**src/rtl/imem_boot_pkg.sv**
```systemverilog
// Shared types and constants for the instruction-memory boot loader.
package imem_boot_pkg;

  typedef enum logic [2:0] {
    IDLE,
    LEN,
    LOAD,
    RUN,
    ERR
  } state_e;

  localparam int LEN_BYTES = 4;

endpackage

```
**src/rtl/imem_boot_arbiter_byte_word_packer.sv**
```systemverilog
// Little-endian 8->32 assembler; word_valid_o flags the byte that completes a word,
// and word_o presents that completed word in the same cycle.
module byte_word_packer
  import imem_boot_pkg::*;
(
  input  logic        clk,
  input  logic        rst,
  input  logic        clear_i,
  input  logic        byte_fire_i,
  input  logic [7:0]  byte_i,
  output logic [31:0] word_o,
  output logic        word_valid_o
);

  localparam logic [1:0] LAST_IDX = 2'(LEN_BYTES - 1);

  logic [1:0]  cnt_q;
  logic [23:0] asm_q;

  // NOTE: sequential state uses non-blocking assignments so every register
  // samples pre-edge values regardless of statement order.
  always_ff @(posedge clk or posedge rst) begin
    if (rst) begin
      cnt_q <= '0;
      asm_q <= '0;
    end else if (clear_i) begin
      cnt_q <= '0;
      asm_q <= '0;
    end else if (byte_fire_i) begin
      cnt_q <= cnt_q + 2'd1;
      case (cnt_q)
        2'd0:    asm_q[7:0]   <= byte_i;
        2'd1:    asm_q[15:8]  <= byte_i;
        2'd2:    asm_q[23:16] <= byte_i;
        default: ;
      endcase
    end
  end

  assign word_o       = {byte_i, asm_q};
  assign word_valid_o = byte_fire_i && (cnt_q == LAST_IDX);

endmodule

```
**src/rtl/imem_boot_arbiter.sv**
```systemverilog
// Boot loader: streams a length-prefixed program into imem, then releases the
// imem read port and core_run to the fetch stage.
module imem_boot_arbiter
  import imem_boot_pkg::*;
#(
  parameter int ADDR_W = 14
) (
  input  logic              clk,
  input  logic              rst,
  input  logic              start,
  input  logic              byte_valid,
  input  logic [7:0]        byte_data,
  output logic              byte_ready,
  output logic              imem_we,
  output logic [ADDR_W-1:0] imem_waddr,
  output logic [31:0]       imem_wdata,
  input  logic [31:0]       fetch_raddr,
  output logic [31:0]       imem_raddr,
  output logic              core_run,
  output logic              load_err,
  output logic [7:0]        load_sum,
  output logic [ADDR_W:0]   words_loaded
);

  localparam logic [32:0] CAPACITY = 33'(1) << ADDR_W;

  state_e            state_q, state_d;
  logic [31:0]       len_q;
  logic              imem_we_q;
  logic [ADDR_W-1:0] imem_waddr_q;
  logic [31:0]       imem_wdata_q;
  logic              core_run_q;
  logic              load_err_q;
  logic [7:0]        load_sum_q;
  logic [ADDR_W:0]   words_loaded_q;

  logic        byte_fire;
  logic [31:0] pk_word;
  logic        pk_valid;
  logic        len_over;
  logic        last_word;

  assign byte_ready = (state_q == LEN) || (state_q == LOAD);
  assign byte_fire  = byte_valid && byte_ready;
  assign imem_raddr = (state_q == RUN) ? fetch_raddr : 32'd0;
  assign len_over   = {1'b0, pk_word} > CAPACITY;
  assign last_word  = (32'(words_loaded_q) + 32'd1) == len_q;

  byte_word_packer u_packer (
    .clk          (clk),
    .rst          (rst),
    .clear_i      (state_q == IDLE),
    .byte_fire_i  (byte_fire),
    .byte_i       (byte_data),
    .word_o       (pk_word),
    .word_valid_o (pk_valid)
  );

  // NOTE: next-state gets its default before the case so no path leaves it
  // unassigned, which would otherwise infer a latch.
  always_comb begin
    state_d = state_q;
    case (state_q)
      IDLE: if (start) state_d = LEN;
      LEN: begin
        if (pk_valid) begin
          if (pk_word == 32'd0) state_d = RUN;
          else if (len_over)    state_d = ERR;
          else                  state_d = LOAD;
        end
      end
      LOAD: if (pk_valid && last_word) state_d = RUN;
      default: ;
    endcase
  end

  always_ff @(posedge clk or posedge rst) begin
    if (rst) begin
      state_q        <= IDLE;
      len_q          <= '0;
      imem_we_q      <= 1'b0;
      imem_waddr_q   <= '0;
      imem_wdata_q   <= '0;
      core_run_q     <= 1'b0;
      load_err_q     <= 1'b0;
      load_sum_q     <= '0;
      words_loaded_q <= '0;
    end else begin
      state_q    <= state_d;
      imem_we_q  <= 1'b0;
      // Lags the state by one cycle so the final write retires before release.
      core_run_q <= (state_q == RUN);

      if (state_q == IDLE && start) begin
        load_sum_q     <= '0;
        words_loaded_q <= '0;
      end

      if (state_q == LEN && pk_valid) begin
        len_q <= pk_word;
        if (len_over) load_err_q <= 1'b1;
      end

      if (state_q == LOAD && byte_fire) load_sum_q <= load_sum_q ^ byte_data;

      if (state_q == LOAD && pk_valid) begin
        imem_we_q      <= 1'b1;
        imem_waddr_q   <= words_loaded_q[ADDR_W-1:0];
        imem_wdata_q   <= pk_word;
        words_loaded_q <= words_loaded_q + 1'b1;
      end
    end
  end

  assign imem_we      = imem_we_q;
  assign imem_waddr   = imem_waddr_q;
  assign imem_wdata   = imem_wdata_q;
  assign core_run     = core_run_q;
  assign load_err     = load_err_q;
  assign load_sum     = load_sum_q;
  assign words_loaded = words_loaded_q;

endmodule

```
**config.mk**
```make
export PLATFORM = sky130hd
export DESIGN_NAME = imem_boot_arbiter
export DESIGN_NICKNAME = d
export VERILOG_FILES = /design/src/rtl/imem_boot_pkg.sv /design/src/rtl/imem_boot_arbiter_byte_word_packer.sv /design/src/rtl/imem_boot_arbiter.sv
export SDC_FILE = /design/constraint.sdc
export NUM_CORES = 1
export LEC_CHECK = 0
export CAP_MARGIN = 20
export CORE_MARGIN = 2
export CORE_UTILIZATION = 45
export CTS_BUF_LIST = sky130_fd_sc_hd__clkbuf_4
export CTS_CLUSTER_SIZE = 8
export DETAILED_ROUTE_END_ITERATION = 8
export PLACE_DENSITY = 0.72
export SKIP_LAST_GASP = 1
export SLEW_MARGIN = 25
export SYNTH_ARGS = -nofsm -noshare
export SYNTH_HDL_FRONTEND = slang
export SYNTH_SLANG_ARGS = --single-unit
```
**constraint.sdc**
```tcl
create_clock -name clk -period 4.4 [get_ports clk]
set_input_delay 0.44 -clock clk [delete_from_list [all_inputs] [get_ports clk]]
set_output_delay 0.44 -clock clk [all_outputs]
set_load 0.005 [all_outputs]
```
After elaboration in Yosys (flattened, before gate mapping). Cells that the tools add are included.

Register bits after elaboration: 133. Logic and storage cells: 70. Bits of input ports: 44. Output and inout port bits: 105.

Multiplexer cells: 19. Bitwise operators: 1. Magnitude comparators: 1. Add/subtract/negate cells: 3. Reductions and logical operators: 23. Eq/ne operators: 10.

Operators by type and width (number): 2-to-1 mux 24 bit (2); 2-to-1 mux 8 bit (5); == test 16 x 32 -> 1 bit (1); greater-than comparator 32 x 15 -> 1 bit, second input constant (1); zero test 32 bit (1); 2-to-1 mux 32 bit (1); 2-to-1 mux 15 bit (2); adder 15 x 1 -> 16 bit, second input constant (1); adder 15 x 1 -> 15 bit, second input constant (1); 2-to-1 mux 3 bit (5); nonzero test 2 bit (6); case mux 3 bit (3 select lines) (1); AND reduction 2 bit (4); XOR 8 bit (1); logical AND 1 bit (7); == test 3 x 2 -> 1 bit, second input constant (2); == test 2 bit, second input constant (2); 2-to-1 mux 2 bit (2); inequality test 2 bit, second input constant (2); AND reduction 4 bit (1); == test 3 x 1 -> 1 bit, second input constant (1); zero test 3 bit (1); nonzero test 3 bit (1); adder 2 x 1 -> 2 bit, second input constant (1); other kinds (5) (5).

Longest topological paths before layout.
Word-level depth: 7. Depth in mapped cells: 9. Gate-level depth less buffers: 7.

Cells and area by module. From an unflattened synthesis, not the netlist that was laid out.

Cells, all modules: 650. Area, all modules: 6402.4 um^2.

By module, submodules not included: imem_boot_arbiter (seq. area each 2677.6 um^2, cells an instance 537, instances 1, area each 5079.9 um^2); byte_word_packer (seq. area each 650.6 um^2, cells an instance 113, instances 1, area each 1322.5 um^2).

Worst setup path after synthesis. Ideal clock, no wire load.

Path kind: reg2reg. Start point: register words_loaded_q[0] (netlist: words_loaded[0]). End point: register state_q[0]. Required time: 4.335 ns. Clock period less this slack: 1.974 ns. Stages on the path, launching flop included: 9. Path buffers: 1. Setup slack: 2.426 ns. Arrival: 1.910 ns. Setup time: 0.065 ns. Cells stage by stage: dfrtp_1 -> ha_1 -> buf_2 -> nand3_2 -> nor4_2 -> mux2i_1 -> o32ai_1 -> nor4_1 -> o21a_1.

Cells in the longest elaborated chain, start to end: 5.

RTL lines: start, declared (line imem_boot_arbiter.sv:35) `logic [ADDR_W:0] words_loaded_q;`; start signal, assigned (line imem_boot_arbiter.sv:110) `words_loaded_q <= words_loaded_q + 1'b1;`; adder 15 x 1 -> 16 bit (line imem_boot_arbiter.sv:47) `assign last_word = (32'(words_loaded_q) + 32'd1) == len_q;`; == test 16 x 32 -> 1 bit (line imem_boot_arbiter.sv:47); logical AND 1 bit (line imem_boot_arbiter.sv:72) `LOAD: if (pk_valid && last_word) state_d = RUN;`; inequality test 2 x 1 -> 1 bit (no source line); AND reduction 4 bit (no source line); end signal, assigned (line imem_boot_arbiter.sv:89) `state_q <= state_d;`; end, declared (line imem_boot_arbiter.sv:27) `state_e state_q, state_d;`.

Every way passes these cells. A chain may end at the register's enable or synchronous reset.

Worst setup path in the final report.
Start point: register state_q[2]. End point: register imem_waddr_q[10] (netlist: imem_waddr[10]).

Cells in the longest elaborated chain, start to end: 5. Elaborated cells on any way between the ends: 6. Classes of those cells: 2 x eq/ne; 4 x reduce/logical.

RTL lines: == test 3 x 1 -> 1 bit / == test 3 x 2 -> 1 bit (equally long branches) (line imem_boot_arbiter.sv:43, imem_boot_arbiter.sv:106); logical OR 1 bit (line imem_boot_arbiter.sv:43) `assign byte_ready = (state_q == LEN) || (state_q == LOAD);`; logical AND 1 bit (line imem_boot_arbiter.sv:44) `assign byte_fire = byte_valid && byte_ready;`; logical AND 1 bit (line imem_boot_arbiter_byte_word_packer.sv:41) `assign word_valid_o = byte_fire_i && (cnt_q == LAST_IDX);`; logical AND 1 bit (*) (line imem_boot_arbiter.sv:106) `if (state_q == LOAD && pk_valid) begin`; end signal, assigned (line imem_boot_arbiter.sv:108) `imem_waddr_q <= words_loaded_q[ADDR_W-1:0];`; end, declared (line imem_boot_arbiter.sv:30) `logic [ADDR_W-1:0] imem_waddr_q;`.

Mark *: on every way between the ends. The rest lies on a longest branch, timed or not.

==> impl_results.md <==
- Number of fill cells: 1137
- NumNets Final: 758
- Clock sink count: 133
- Top cell type's share of synthesized area: 52.70%
- RSZ-0062 raised after global routing: false
- Warnings from Yosys: 0
- GRT Overall Usage: 22.91%
- Synth cell types: 55
- Post_cts resized: 0
- Num CTS Buffers: 17
- Placer's final routability congestion estimate: 0.8427
- Async SR Flop Fraction: 100.0%
- Die Span Y: 122.5 µm
- Vias in the first global route: 4947
- Syn avg cell area: 10.93 µm²
- P_leak: 3.629 nW
- Clk_lat worst skew: 0.56 ns
- Slew @ Worst Pin: 0.7283 ns
- Antenna viol nets, final: 0
- Drt total wl: 16180 µm
- Slew Limit Headroom: 51.45%
- RR Startpoint: state_q[2]$_DFFE_PP0P_
- Setup ws final: 1.610 ns
- Hold Crit Class: input port to async pin
- Ys flop type: dfrtp_1
- Rows: 43
- Vias per Instance: 5.489
- Reg-to-reg slack, setup: 1.61 ns
- Boundary Pins: 149
- Pwr Total: 3.792 mW
- Number of I/O port buffers: 148
- Largest fanout on the critical path: 38
- Gr ovfl total: 0
- Final setup fails: 0
- CP startpoint kind: register
- CP Data Arrival Time: 3.23 ns
- Area leader, netlist: dfrtp_1
- Register area share after synthesis: 52.70%
- Worst Path Required: 4.84 ns
- N_diodes: 0
- R2R cell count: 7
- H-tree depth: 4
- Setup bufs post-CTS: 0
- Via count: 4951
- DRC: 0
- Die Area: 0.01500 mm²
- Worst r2r dst: imem_waddr[10]$_DFFE_PP0P_
- Area Overhead vs Synth: 30.33%
- Pins over their slew limit: 0
- Worst VDD drop: 0.3987 mV
- Tcrit/Tclk final: 63.41%
- CTS tree: done
- Clock-pin slew of the registers on the worst-case setup and hold paths: 0.11 ns
- Fin crit period: 2.790 ns
- Area occupied by multi-input gates: 0.002761 mm²
- Outcome: complete, no violations
- Cells taking the most area after synthesis: dfrtp_1 (53%), mux2_1 (7.3%), mux2_2 (6.6%)
- Final Skew: 0.01396 ns
- WL/cell: 17.93 µm
- Post-synthesis cell count: 578
- Final hold violations: 0
- Setup crit end kind: register
- Syn nets: 627
- Share of cells above drive strength 1: 12.19%
- Worst Setup Path Type: register to register
- Drt pass-1 iters: 5
- Worst hold slack: 0.3565 ns
- DP Worst Slack: 1.245 ns
- CTS root buf: clkbuf_4
- Cell area after synthesis: 0.006315 mm²
- First-pass GRT wire length: 26150 µm
- Die width: 122.5 µm
- Max clock buf depth: 2
- EDFF count, synth: 0
- Pwr Density: 460.7 mW/mm²
- MaxCap Viol Count: 0
- Initial Util: 45.85%
- Fmax: 358.4 MHz
- Hpwl dp: 11450 µm
- Hold_buf cts: 0
- Setup_tns: 0 ns
- Register area: 0.003328 mm²
- Largest net degree at the start of global routing: 81
- Yosys reg bits: 133
- Placeable core region: 0.01377 mm²
- Final Util: 59.76%
- Initial DRC count: 291
- Initial antenna violation count: 0
## report_power, final
part           switching, mW  internal (mW)
combinational          0.435          0.617
sequential             0.269           1.52
clock                  0.453          0.502
total                   1.16           2.63
## cell usage after synthesis, drive strengths merged (5+ instances only)
| cell | instances |
|---|---|
| clkbuf | 23 |
| buf | 22 |
| nand3 | 32 |
| nand2 | 50 |
| mux2 | 78 |
| nand2b | 5 |
| xor2 | 5 |
| nand4 | 8 |
| ha | 5 |
| o31ai | 8 |
| nor2 | 31 |
| dfrtp | 133 |
| and2 | 32 |
| nor4 | 13 |
| a21oi | 31 |
| inv | 6 |
| nor3 | 7 |
| o21ai | 36 |
| xnor2 | 18 |
## per-stage QoR
| stage | area, µm² | cells |
|---|---|---|
| after floorplan | 6315 | 578 |
| after global placement | 7885 | 870 |
| after detailed placement | 7889 | 870 |
| after CTS | 8228 | 902 |
| after global routing | 8230 | 902 |
| final | 8230 | 902 |
## flip-flops by register name, summed over array words and instances (netlist names), 2 cells and up
register        count
words_loaded       15
state_q             3
imem_waddr         14
len_q              32
u_packer.cnt_q      2
u_packer.asm_q     24
load_sum            8
imem_wdata         32
## layout make-up
type	instances	area share, %
Clock buffer	17	1.551
Clock inverter	15	2.569
Inverter	6	0.3344
Multi-Input combinational cell	394	33.55
Sequential cell	133	40.44
Tap cell	180	2.736
Timing Repair Buffer	157	18.82
## cell families (layout without fill, tap and decap cells)
| family | count (synthesis) | after routing | synth area share (%) |
|---|---|---|---|
| buffers and inverters | 51 | 195 | 3.626 |
| multiplexers | 81 | 81 | 14.38 |
| AO/OA/AOI/OAI | 95 | 95 | 9.035 |
| XOR/XNOR | 23 | 23 | 3.190 |
| AND/OR/NAND/NOR | 190 | 190 | 16.07 |
| adder cells (fa/ha/maj) | 5 | 5 | 0.9907 |
| flip-flops | 133 | 133 | 52.70 |
## cell usage in the layout, fill, tap and decap left out, drive strengths merged, types with 2 or more instances in the layout
cell type,instances
nand4,8
xnor2,18
and2,32
nand2,50
nor2,31
bufinv,5
clkinv,10
clkbuf,17
nor4,13
a31oi,3
buf,9
o21ai,36
or2,2
and4,2
clkdlybuf4s50,148
and3,3
nand4b,2
nor3,7
o21a,2
nand2b,5
mux2i,3
nand3,32
xor2,5
ha,5
o31ai,8
inv,6
mux2,78
o41ai,2
dfrtp,133
a2111oi,2
a21oi,31
## worst max-delay path, cell delays in order (launching register included)
cell and delay [ns]:
dfrtp_1 0.46, nand2b_1 0.26, nor2_1 0.59, nand2_1 0.11, buf_4 0.28, inv_2 0.11, buf_4 0.46, mux2_2 0.39
## routing by layer
| metal | GRT usage (%) | wire length (µm) | share of wire (%) | vias up |
|---|---|---|---|---|
| met5 | 0 | 0 | 0 | - |
| met4 | 9.267 | 374 | 2.3 | 0 |
| met3 | 4.693 | 804 | 5.0 | 34 |
| met2 | 36.88 | 7877 | 49 | 169 |
| met1 | 30.37 | 7121 | 44 | 2442 |
| li1 | - | - | - | 2306 |
## worst max-delay path by stage
stage	from	endpoint	slack (ns)
floorplan	rst	core_run$_DFF_PP0_	0.41
global placement	byte_valid	words_loaded[9]$_DFFE_PP0P_	1.23
detailed placement	byte_valid	imem_wdata[27]$_DFFE_PP0P_	1.25
CTS	state_q[2]$_DFFE_PP0P_	imem_waddr[10]$_DFFE_PP0P_	1.62
global route	state_q[2]$_DFFE_PP0P_	imem_waddr[0]$_DFFE_PP0P_	1.39
finish	state_q[2]$_DFFE_PP0P_	imem_waddr[10]$_DFFE_PP0P_	1.61
(Power assumes the default switching activity.)
